File: src/rtl/pin_bus_pkg.sv
// pin_bus_pkg: shared width limits, count type and parity helper for the scalar/bus deserializer and serializer pair
package pin_bus_pkg;
    localparam int PIN_BUS_WIDTH_MAX = 32;
    typedef logic [$clog2(PIN_BUS_WIDTH_MAX+2)-1:0] pin_bus_cnt_t;
    typedef logic [PIN_BUS_WIDTH_MAX:0] pin_bus_vec_t;
    function automatic logic pin_bus_even_par(input pin_bus_vec_t v);
        return ^v;
    endfunction
endpackage

File: src/rtl/pin_bus_slot.sv
// pin_bus_slot: output register with hold flag; decides load, hold or consume of a completed word
// Ports: clk, rstb (sync active-low); load/word = word completing this cycle; held = completed word parked in the shifter;
//        err/par_err = parity error (PIN_BUS_DESER_PARITY_EN only); mid/mid_valid/mid_ready = output handshake; hold = word parked.
module pin_bus_slot #(
    parameter int WIDTH = 4
) (
    input  logic             clk,
    input  logic             rstb,
    input  logic             load,
    input  logic [WIDTH-1:0] word,
    input  logic [WIDTH-1:0] held,
`ifdef PIN_BUS_DESER_PARITY_EN
    input  logic             err,
    output logic             par_err,
`endif
    input  logic             mid_ready,
    output logic [WIDTH-1:0] mid,
    output logic             mid_valid,
    output logic             hold
);
`ifdef PIN_BUS_DESER_PARITY_EN
    logic hold_err;
`endif
    // While hold is set the completed word stays in the shifter; only its parity flag is kept here.
    always_ff @(posedge clk) begin
        if (!rstb) begin
            mid       <= '0;
            mid_valid <= 1'b0;
            hold      <= 1'b0;
`ifdef PIN_BUS_DESER_PARITY_EN
            par_err   <= 1'b0;
            hold_err  <= 1'b0;
`endif
        end else if (hold) begin
            if (mid_ready) begin
                mid  <= held;
                hold <= 1'b0;
`ifdef PIN_BUS_DESER_PARITY_EN
                par_err <= hold_err;
`endif
            end
        end else if (load && mid_valid && !mid_ready) begin
            hold <= 1'b1;
`ifdef PIN_BUS_DESER_PARITY_EN
            hold_err <= err;
`endif
        end else if (load) begin
            mid       <= word;
            mid_valid <= 1'b1;
`ifdef PIN_BUS_DESER_PARITY_EN
            par_err   <= err;
`endif
        end else if (mid_ready) begin
            mid_valid <= 1'b0;
        end
    end
endmodule

File: src/rtl/pin_bus_deser.sv
// pin_bus_deser: serial-to-bus deserializer, MSB first, with valid/ready on both sides
// Ports: clk, rstb (sync active-low); vin/vin_valid/vin_sof/vin_ready = serial input; mid/mid_valid/mid_ready = bus output;
//        par_err = even-parity error, present only when PIN_BUS_DESER_PARITY_EN is defined (adds one parity bit per word).
module pin_bus_deser
    import pin_bus_pkg::*;
#(
    parameter int WIDTH = 4
) (
    input  logic             clk,
    input  logic             rstb,
    input  logic             vin,
    input  logic             vin_valid,
    input  logic             vin_sof,
    output logic             vin_ready,
    output logic [WIDTH-1:0] mid,
    output logic             mid_valid,
`ifdef PIN_BUS_DESER_PARITY_EN
    output logic             par_err,
`endif
    input  logic             mid_ready
);
`ifdef PIN_BUS_DESER_PARITY_EN
    localparam int NB = WIDTH + 1;
`else
    localparam int NB = WIDTH;
`endif
    pin_bus_cnt_t     cnt, pos;
    logic [WIDTH-1:0] sh, shb, word;
    logic             hold, acc, par_slot, restart, last;
    assign vin_ready = !hold;
    assign acc       = vin_valid && vin_ready;
`ifdef PIN_BUS_DESER_PARITY_EN
    assign par_slot  = cnt == pin_bus_cnt_t'(WIDTH);
`else
    assign par_slot  = 1'b0;
`endif
    // sof mid-word drops the partial word; the accepted bit restarts at position 0
    assign restart   = vin_sof && !par_slot && cnt != '0;
    assign pos       = restart ? '0 : cnt;
    assign last      = acc && pos == pin_bus_cnt_t'(NB - 1);
    assign shb       = restart ? '0 : sh;
    // the parity bit is not shifted in, so the shifter always holds the data word once complete
    assign word      = par_slot ? sh : {shb[WIDTH-2:0], vin};
    always_ff @(posedge clk) begin
        if (!rstb) begin
            cnt <= '0;
            sh  <= '0;
        end else if (acc) begin
            cnt <= last ? '0 : pos + 1'b1;
            sh  <= word;
        end
    end
    pin_bus_slot #(.WIDTH(WIDTH)) u_slot (
        .clk       (clk),
        .rstb      (rstb),
        .load      (last),
        .word      (word),
        .held      (sh),
`ifdef PIN_BUS_DESER_PARITY_EN
        .err       (pin_bus_even_par(pin_bus_vec_t'({sh, vin}))),
        .par_err   (par_err),
`endif
        .mid_ready (mid_ready),
        .mid       (mid),
        .mid_valid (mid_valid),
        .hold      (hold)
    );
endmodule

File: config.mk
export PLATFORM = sky130hd
export DESIGN_NAME = pin_bus_deser
export DESIGN_NICKNAME = d
export VERILOG_FILES = /design/src/rtl/pin_bus_pkg.sv /design/src/rtl/pin_bus_slot.sv /design/src/rtl/pin_bus_deser.sv
export SDC_FILE = /design/constraint.sdc
export NUM_CORES = 1
export LEC_CHECK = 0
export ABC_AREA = 1
export CAP_MARGIN = 20
export CORE_MARGIN = 3
export CORE_UTILIZATION = 52
export CTS_CLUSTER_DIAMETER = 120
export DETAILED_ROUTE_END_ITERATION = 10
export PLACE_DENSITY = 0.77
export SLEW_MARGIN = 20
export SYNTH_ARGS = -nofsm -noshare
export SYNTH_HDL_FRONTEND = slang
export SYNTH_SLANG_ARGS = --single-unit
File: constraint.sdc
create_clock -name clk -period 1.9 [get_ports clk]
set_input_delay 0.285 -clock clk [delete_from_list [all_inputs] [get_ports clk]]
set_output_delay 0.285 -clock clk [all_outputs]
set_load 0.1 [all_outputs]
After elaboration in Yosys (flattened, before gate mapping)
Index checks and enable logic that the tools add are counted.
Widths: inputs -> output; s select.
{"block": "word_totals", "regBits": 16, "latch_bits": 0, "mem_bits_rw": 0, "romBits": 0, "mem_count": 0}
{"block": "op_classes", "n_addsub": 1, "mul": 0, "div_mod_pow": 0, "magnitude_cmp": 0, "n_eq_ne": 3, "n_shift": 0, "n_mux": 12, "bitwise_logic": 2, "reduce_logical": 12}
{"cell": "$mux 4", "n": 4}
{"cell": "$mux 6", "n": 2}
{"cell": "$add 6x1->6 const B", "n": 1}
{"cell": "$eq 6x2->1 const B", "n": 1}
{"cell": "$reduce_and 3->1", "n": 2}
{"cell": "$reduce_bool 6->1", "n": 1}
{"cell": "$logic_and 1x1->1", "n": 5}
{"cell": "$mux 1", "n": 5}
{"cell": "$reduce_bool 2->1", "n": 2}
{"cell": "$mux 3", "n": 1}
{"cell": "$logic_not 1->1", "n": 2}
{"cell": "$ne 2x1->1 const B", "n": 1}
{"cell": "$ne 2x2->1 const B", "n": 1}
{"cell": "$not 1->1", "n": 2}

Depth between registers and ports, before layout
{"block": "logic_depth", "depth_word": 9, "mapped_depth": 12, "ltp_nobuf": 12}

Modules after synthesis
A second synthesis with hierarchy kept.
{"block": "hier_totals", "cells_unflattened": 132, "area_unflattened_um2": 870.8}
{"module": "pin_bus_deser", "n_inst": 1, "cells_each": 84, "area_per_inst_um2": 560.5}
{"module": "pin_bus_slot", "n_inst": 1, "cells_each": 48, "area_per_inst_um2": 310.3}

Worst setup path after synthesis
Ideal clock, no wire load.
{"block": "synth_path", "path_kind": "reg-to-reg", "start": "reg cnt[4]", "end": "reg u_slot.mid[1]", "t_arrival_ns": 1.448, "path_slack_ns": 0.340, "stages_incl_launch_ff": 12, "n_path_buf": 0, "synth_period_minus_slack_ns": 1.560, "cell_sequence": "dfxtp_1 nor2_2 nand3_2 nand2_4 nand2_1 inv_1 ha_1 nand4_4 nand2_4 nand2_4 nor2_1 nor2_1"}
{"block": "synth_between", "elab_chain_len": 9}
{"item": "start, declared", "line_no": "pin_bus_deser.sv:27", "source": "pin_bus_cnt_t cnt, pos;"}
{"item": "start signal, assigned", "line_no": "pin_bus_deser.sv:49", "source": "cnt <= last ? '0 : pos + 1'b1;"}
{"item": "$reduce_bool 6->1", "line_no": "pin_bus_deser.sv:38", "source": "assign restart = vin_sof && !par_slot && cnt != '0;"}
{"item": "$logic_and 1x1->1", "line_no": "pin_bus_deser.sv:38"}
{"item": "$mux 6", "line_no": "pin_bus_deser.sv:39", "source": "assign pos = restart ? '0 : cnt;"}
{"item": "$eq 6x2->1", "line_no": "pin_bus_deser.sv:40", "source": "assign last = acc && pos == pin_bus_cnt_t'(NB - 1);"}
{"item": "$logic_and 1x1->1", "line_no": "pin_bus_deser.sv:40"}
{"item": "$logic_and 1x1->1 (2 in a row)", "line_no": "pin_bus_slot.sv:42", "source": "end else if (load && mid_valid && !mid_ready) begin"}
{"item": "$ne 2x1->1 (no line)"}
{"item": "$reduce_and 3->1 (no line)"}
{"item": "end signal, assigned", "line_no": "pin_bus_slot.sv:36", "source": "mid <= held;"}
{"item": "end signal, assigned", "line_no": "pin_bus_slot.sv:48", "source": "mid <= word;"}
{"item": "end, declared", "line_no": "pin_bus_slot.sv:17", "source": "output logic [WIDTH-1:0] mid,"}
Parallel ways exist; a longest one is shown, timed or not. The select of a mux whose other input is x is not followed.
A chain may end at the register's enable or synchronous reset.

Worst setup path after layout
{"block": "layout_path", "start": "reg cnt[4]", "end": "reg u_slot.mid[2]"}
The elaborated chain is that of the path after synthesis.

==> results.json <==
{
  "status": "finished, final reports clean",
  "crit_start": "cnt[4]",
  "p_seq_share_pct": 52.1,
  "crit_type": "reg2reg",
  "drt_iter0_drc": 11,
  "cts_buffer_depth": 2,
  "synth_mux_area_share_pct": 1.140,
  "cp_num_buf_inv": 0,
  "root_buffer": "clkbuf_4",
  "drt_first_pass_iters": 4,
  "grt_remaining_overflow": 0,
  "hold_buffers": 0,
  "grt_antenna_before_repair": 0,
  "drcViolationCount": 0,
  "p_sw_share_pct": 26.44,
  "cts_inserted_buffers": 3,
  "clock_latency_ps": 290,
  "grt_pass1_vias": 704,
  "fin_total_pwr_mw": 0.6771,
  "setup_ws_ps": 174.4,
  "period_minus_slack_ps": 1726,
  "worst_slew_pin_slew_ps": 484.6,
  "p_switching_mw": 0.1790,
  "combPwrFrac_pct": 13.3,
  "period_share_pct": 90.82,
  "cts_tree": "done",
  "yosys_warnings": 0,
  "rsz0062_at_grt": "no",
  "utilization_pct": 69.40,
  "place_ws_ps": 5.571,
  "peakVddDrop_uv": 409.0,
  "cpLargestDelayFamily": "simple AND/OR/NAND/NOR gates",
  "r2r_setup_slack_ps": 170,
  "cp_slowest_cell": "dfxtp_1",
  "placed_area_um2": 1033,
  "power_per_cell_area_nw_per_um2": 633.0,
  "final-setup-viol-count": 0,
  "ios": 12,
  "yosysSeqAreaShare_pct": 36.47,
  "grt_pass1_wl_mm": 2.932,
  "viasPerCell": 5.240,
  "crit_required_ps": 2100,
  "final_cells": 154,
  "drive_gt1_share_pct": 23.91,
  "crit_path_cell_trace": "nor2_2, nand3_2, a21boi_0, ha_1, nand4_4, nand2_4, nand2_4, nor2_1, nor2_1",
  "intPower_mw": 0.4981,
  "synth-xor-area-share_pct": 0,
  "finalMaxSlewViolations": 0,
  "cp.depth": 9,
  "cap_violations": 0,
  "fin_skew_ps": 5.567,
  "cp-end-kind": "register",
  "hp-class": "reg2reg",
  "finalHoldViolations": 0,
  "cts_setup_buffers": 0,
  "leakage_nw": 0.4626,
  "critical_path.max_stage_delay_ps": 370,
  "synth_top_family_by_area": "simple AND/OR/NAND/NOR gates",
  "synthAdderAreaFrac_pct": 1.425,
  "synth_area_per_cell_um2": 7.320,
  "coreArea_um2": 1541,
  "start_util_pct": 56.98,
  "port_buffers": 11,
  "crit_path_max_fanout": 6,
  "die_area_um2": 2218,
  "synthSimpleGateAreaFrac_pct": 38.89,
  "syn_nets": 127,
  "vias": 807,
  "num_rows": 14,
  "fin_area_um2": 1070,
  "antenna_cells": 0,
  "htree_levels": 1,
  "clk_pin_slew_ps": 100,
  "hpwl_mm": 1.355,
  "hold-worst-slack_ps": 496.7,
  "netlist_instances": 120,
  "cp.arrival_ps": 1920,
  "grt_use_total_pct": 18.82,
  "reg2reg_from": "cnt[4]",
  "start_kind": "register",
  "dp_cells": 150,
  "wl_per_cell_um": 11.47,
  "gp_congestion": 0.8276,
  "grt_start_max_net_pins": 12,
  "die_w_um": 47.10,
  "hold_start": "sh[0]",
  "fin_tns_setup_ps": 0,
  "synth-compound-area-share_pct": 15.53,
  "area_growth_pct": 21.80,
  "r2r-end": "u_slot.mid[2]",
  "hold_depth": 2,
  "num-nets-final": 146,
  "ys_types": 25,
  "reg2regPathDepth": 9,
  "ys_seq_elements": 16,
  "endpoint": "u_slot.mid[2]",
  "max_freq_mhz": 579.5,
  "wl_mm": 1.766,
  "ctsResizeCount": 0,
  "relSlewSlack_pct": 67.65,
  "p_clk_share_pct": 34.6,
  "ant_nets": 0,
  "syn-cell-area_um2": 878.3,
  "cts_sinks": 16,
  "die_y_um": 47.10
}
## layer usage
metal  global-route usage (%)  share of wire [%]  up-vias
met5                        0                  0        -
met4                    8.287                2.0        0
met3                    4.598                3.7        5
met2                    27.91                 44       12
met1                    25.75                 50      360
li1                         -                  -      430
## state kept, by name, summed over array words and instances (netlist names)
| name | flops |
|---|---|
| u_slot.hold | 1 |
| cnt | 6 |
| u_slot.mid_valid | 1 |
| u_slot.mid | 4 |
| sh | 4 |
## cell type report
cell class | instances | area, µm²
Clock buffer | 4 | 36.28
Multi-Input combinational cell | 90 | 500.5
Timing Repair Buffer | 16 | 145.1
Inverter | 12 | 47.55
Fill cell | 131 | 471.7
Sequential cell | 16 | 320.3
Tap cell | 16 | 20.02
## layout by cell type (no fill, tap or decap), types with 2 or more instances in the layout
cell type	n
clkbuf_4	3
buf_4	10
inv_1	7
dfxtp_1	16
o21ai_0	8
nand4_1	2
nand3_1	9
inv_2	3
nand2_1	31
nor2_1	9
nand2_4	4
nor2_2	3
nand2_2	2
clkdlybuf4s50_1	5
a21oi_1	12
## cell families (layout without fill, tap and decap cells)
logic type | count (synthesis) | count (layout)
flops | 16 | 16
mux | 1 | 1
compound gates | 23 | 23
fa+ha+maj | 1 | 1
buf+inv | 14 | 32
simple gates | 65 | 65
## cell usage after synthesis
| library cell | number | area share (%) |
|---|---|---|
| nand3b_1 | 1 | 0.86 |
| o21ai_4 | 1 | 1.9 |
| a21boi_0 | 1 | 0.86 |
| or2_0 | 1 | 0.71 |
| inv_1 | 7 | 3.0 |
| buf_2 | 2 | 1.1 |
| nand4_1 | 2 | 1.4 |
| nand2_2 | 2 | 1.4 |
| nand2_1 | 31 | 13 |
| o21ai_0 | 8 | 4.6 |
| nor3b_2 | 1 | 1.4 |
| inv_4 | 1 | 0.71 |
| clkinv_1 | 1 | 0.43 |
| nor2_2 | 3 | 2.1 |
| dfxtp_1 | 16 | 36 |
| a21oi_1 | 12 | 6.8 |
| a31oi_2 | 1 | 1.4 |
| nand3_2 | 1 | 1.1 |
| mux2i_1 | 1 | 1.1 |
| nand4_4 | 1 | 2.4 |
| ha_1 | 1 | 1.4 |
| nand2_4 | 4 | 5.1 |
| inv_2 | 3 | 1.3 |
| nor2_1 | 9 | 3.8 |
| nand3_1 | 9 | 5.1 |
## power by group through the flow
stage	Combinational [mW]	Clock (mW)	Sequential, mW
2_1_floorplan	0.0465	0	0.368
3_3_place_gp	0.0884	0	0.360
3_5_place_dp	0.0896	0	0.360
4_1_cts	0.0900	0.240	0.353
5_1_grt	0.0999	0.249	0.354
6_report	0.0902	0.234	0.353
## how the worst min path moves through the flow
stage | endpoint | slack, ps
finish | sh[0] | 500
global route | sh[0] | 530
CTS | sh[0] | 500
detailed placement | u_slot.mid[0] | 480
global placement | sh[0] | 460
floorplan | u_slot.mid[1] | 410
## tightest hold or removal path, cell delays in order, from the launching register on
cell	delay [ps]
dfxtp_1	340
nand2_1	60
a21oi_1	60
(Power assumes the default switching activity.)
==> variant (same settings) <==
Add a define of `PIN_BUS_DESER_PARITY_EN`.
--- a/src/rtl/pin_bus_slot.sv
+++ b/src/rtl/pin_bus_slot.sv
@@ -1,6 +1,8 @@
 // pin_bus_slot: output register with hold flag; decides load, hold or consume of a completed word
 // Ports: clk, rstb (sync active-low); load/word = word completing this cycle; held = completed word parked in the shifter;
 //        err/par_err = parity error (PIN_BUS_DESER_PARITY_EN only); mid/mid_valid/mid_ready = output handshake; hold = word parked.
+`define PIN_BUS_DESER_PARITY_EN
+
 module pin_bus_slot #(
     parameter int WIDTH = 4
 ) (
Function (old outputs only; new: par_err): changed (Yosys sat finds a counterexample within 10 cycles, from zero or initial values and one cycle with rstb low).
==> variant against the original RTL <==
Sequential power is 11% higher. Wire length is 46% higher. Total power is 13% higher. Combinational power grew 45%. Global-route usage grew 0.77 points. Area after synthesis rose by 25%. Final cell count is 40% higher. Setup slack worse by 0.040 ns. Design area up 31%. Count of clock-buffer cells in the layout unchanged. Sequential cell count is 2 higher. Critical endpoint is now u_slot.mid[3]. Largest power group unchanged.
==> variant: results <==
set metrics [dict create \
    port_buffers 12 \
    viasPerCell 5.04 \
    synth.yosys.seq_area_share_pct 33.0 \
    wl_mm 2.59 \
    met3WireLength_um 86 \
    cts-root-buf "clkbuf_4" \
    path_max_fanout 5 \
    cts_inserted_buffers 3 \
    synth_compound_area_share_pct 11.2 \
    clk_latency_ns 0.30 \
    drive_gt1_share_pct 25.3 \
    ys_top_cells_by_area "dfxtp_1 33%, nand2_1 16%, inv_1 7.9%" \
    synth_fp_nets 176 \
    placed_area_mm2 0.00126 \
    dr.pass1.iters 4 \
    htree_levels 1 \
    grt_max_degree 13 \
    placed_cells 207 \
    n_antenna_cell 0 \
    synth_commonest_cells "47 x nand2_1, 23 x inv_1, 19 x nor2_1, 18 x dfxtp_1" \
    place_ws_ns -0.184 \
    place.gp.congestion 0.828 \
    synth_xor_area_share_pct 1.60 \
    cts_buffer_depth 2 \
    fin_skew_ns 0.0140 \
    dpl.hpwl_mm 1.77 \
    synth_fa_ha_area_share_pct 2.29 \
    drt_iter0_markers 16 \
    p_leak_nw 0.650 \
    drv_cap 0 \
    hp-class "input pin to flip-flop" \
    top_layer_used "met4" \
    wl_met1_mm 1.25 \
    yosys_warnings 0 \
    syn_inst 168 \
    vdd_drop_max_mv 0.490 \
    status "completed" \
    grt_pass1_wl_mm 4.00 \
    async_flop_share_pct 0 \
    synth.distinct_cells 24 \
    reg.largest.list "cnt (6), sh (4), u_slot.mid (4)" \
    finalNetCount 199 \
    path_clk_slew_ns 0.12 \
    cp.arrival_ns 2.00 \
    muxShareOfSynthArea_pct 0 \
    maxSlewHeadroom_pct 73.2 \
    dr_wl_met2_mm 1.23 \
    antenna_found_initial 0 \
    grt_usage_pct 19.6 \
    p_int_mw 0.552 \
    grt_pass1_vias 906 \
    finalNonFillerCells 215 \
]
[variant: layout make-up]
class / count / area (um2)
sequential: 18 / 369
timing repair buffer: 20 / 178
inverter: 25 / 93.8
fill: 138 / 458
tap: 25 / 31.3
clock buffer: 4 / 36.3
multi-input combinational: 123 / 692
[variant: cell families (layout without fill, tap and decap cells)]
group / count (synthesis) / in the layout
buffers and inverters: 28 / 49
AO/OA/AOI/OAI: 24 / 24
AND/OR/NAND/NOR: 94 / 95
adder cells (fa/ha/maj): 2 / 2
XOR/XNOR: 2 / 2
flip-flops: 18 / 18
[variant: final timing paths]
path | cells past startpoint | slack [ns] | endpoint | startpoint
worst max-delay path | 15 | 0.13 | u_slot.mid[3] | cnt[3]
worst max register to register | 15 | 0.13 | u_slot.mid[3] | cnt[3]
worst min register to register | 2 | 0.51 | cnt[1] | cnt[1]
worst min-delay path | 6 | 0.49 | cnt[3] | vin_sof
[variant: critical path, stage by stage (launching register included)]
cell and delay [ns]:
dfxtp_1 0.37, nor2_2 0.05, nand3_2 0.08, nand2_4 0.06, nand2_4 0.07, ha_4 0.12, inv_2 0.04, nor2_4 0.11
nand2_2 0.08, nor2_4 0.17, nand3_4 0.11, nand2_4 0.12, nand3_4 0.10, nand2_2 0.08, nand2_1 0.04, nor2_1 0.10
[variant: routing by layer]
| layer | up-vias | global-route usage, % |
|---|---|---|
| met5 | - | 0 |
| met3 | 2 | 6.02 |
| met2 | 16 | 32.2 |
| met1 | 490 | 25.6 |
| li1 | 575 | - |
| met4 | 0 | 2.62 |
[variant: power groups by stage]
| stage | clock network, mW | logic [mW] | registers [mW] |
|---|---|---|---|
| global placement | 0 | 0.112 | 0.403 |
| floorplan | 0 | 0.0749 | 0.405 |
| finish | 0.244 | 0.131 | 0.393 |
| detailed placement | 0 | 0.115 | 0.404 |
| global route | 0.261 | 0.148 | 0.394 |
| CTS | 0.244 | 0.117 | 0.395 |
[variant: stage by stage]
step                      power, mW  TNS, ns
after detailed placement      0.519    -1.20
after CTS                     0.756        0
after floorplan               0.480        0
after global routing          0.803  -0.0129
after global placement        0.515   -0.643
final                         0.768        0
[variant: what timing repair did]
item,in CTS,in global routing
gates resized for setup,0,21
buffers inserted,0,3
setup endpoints to repair,0,10
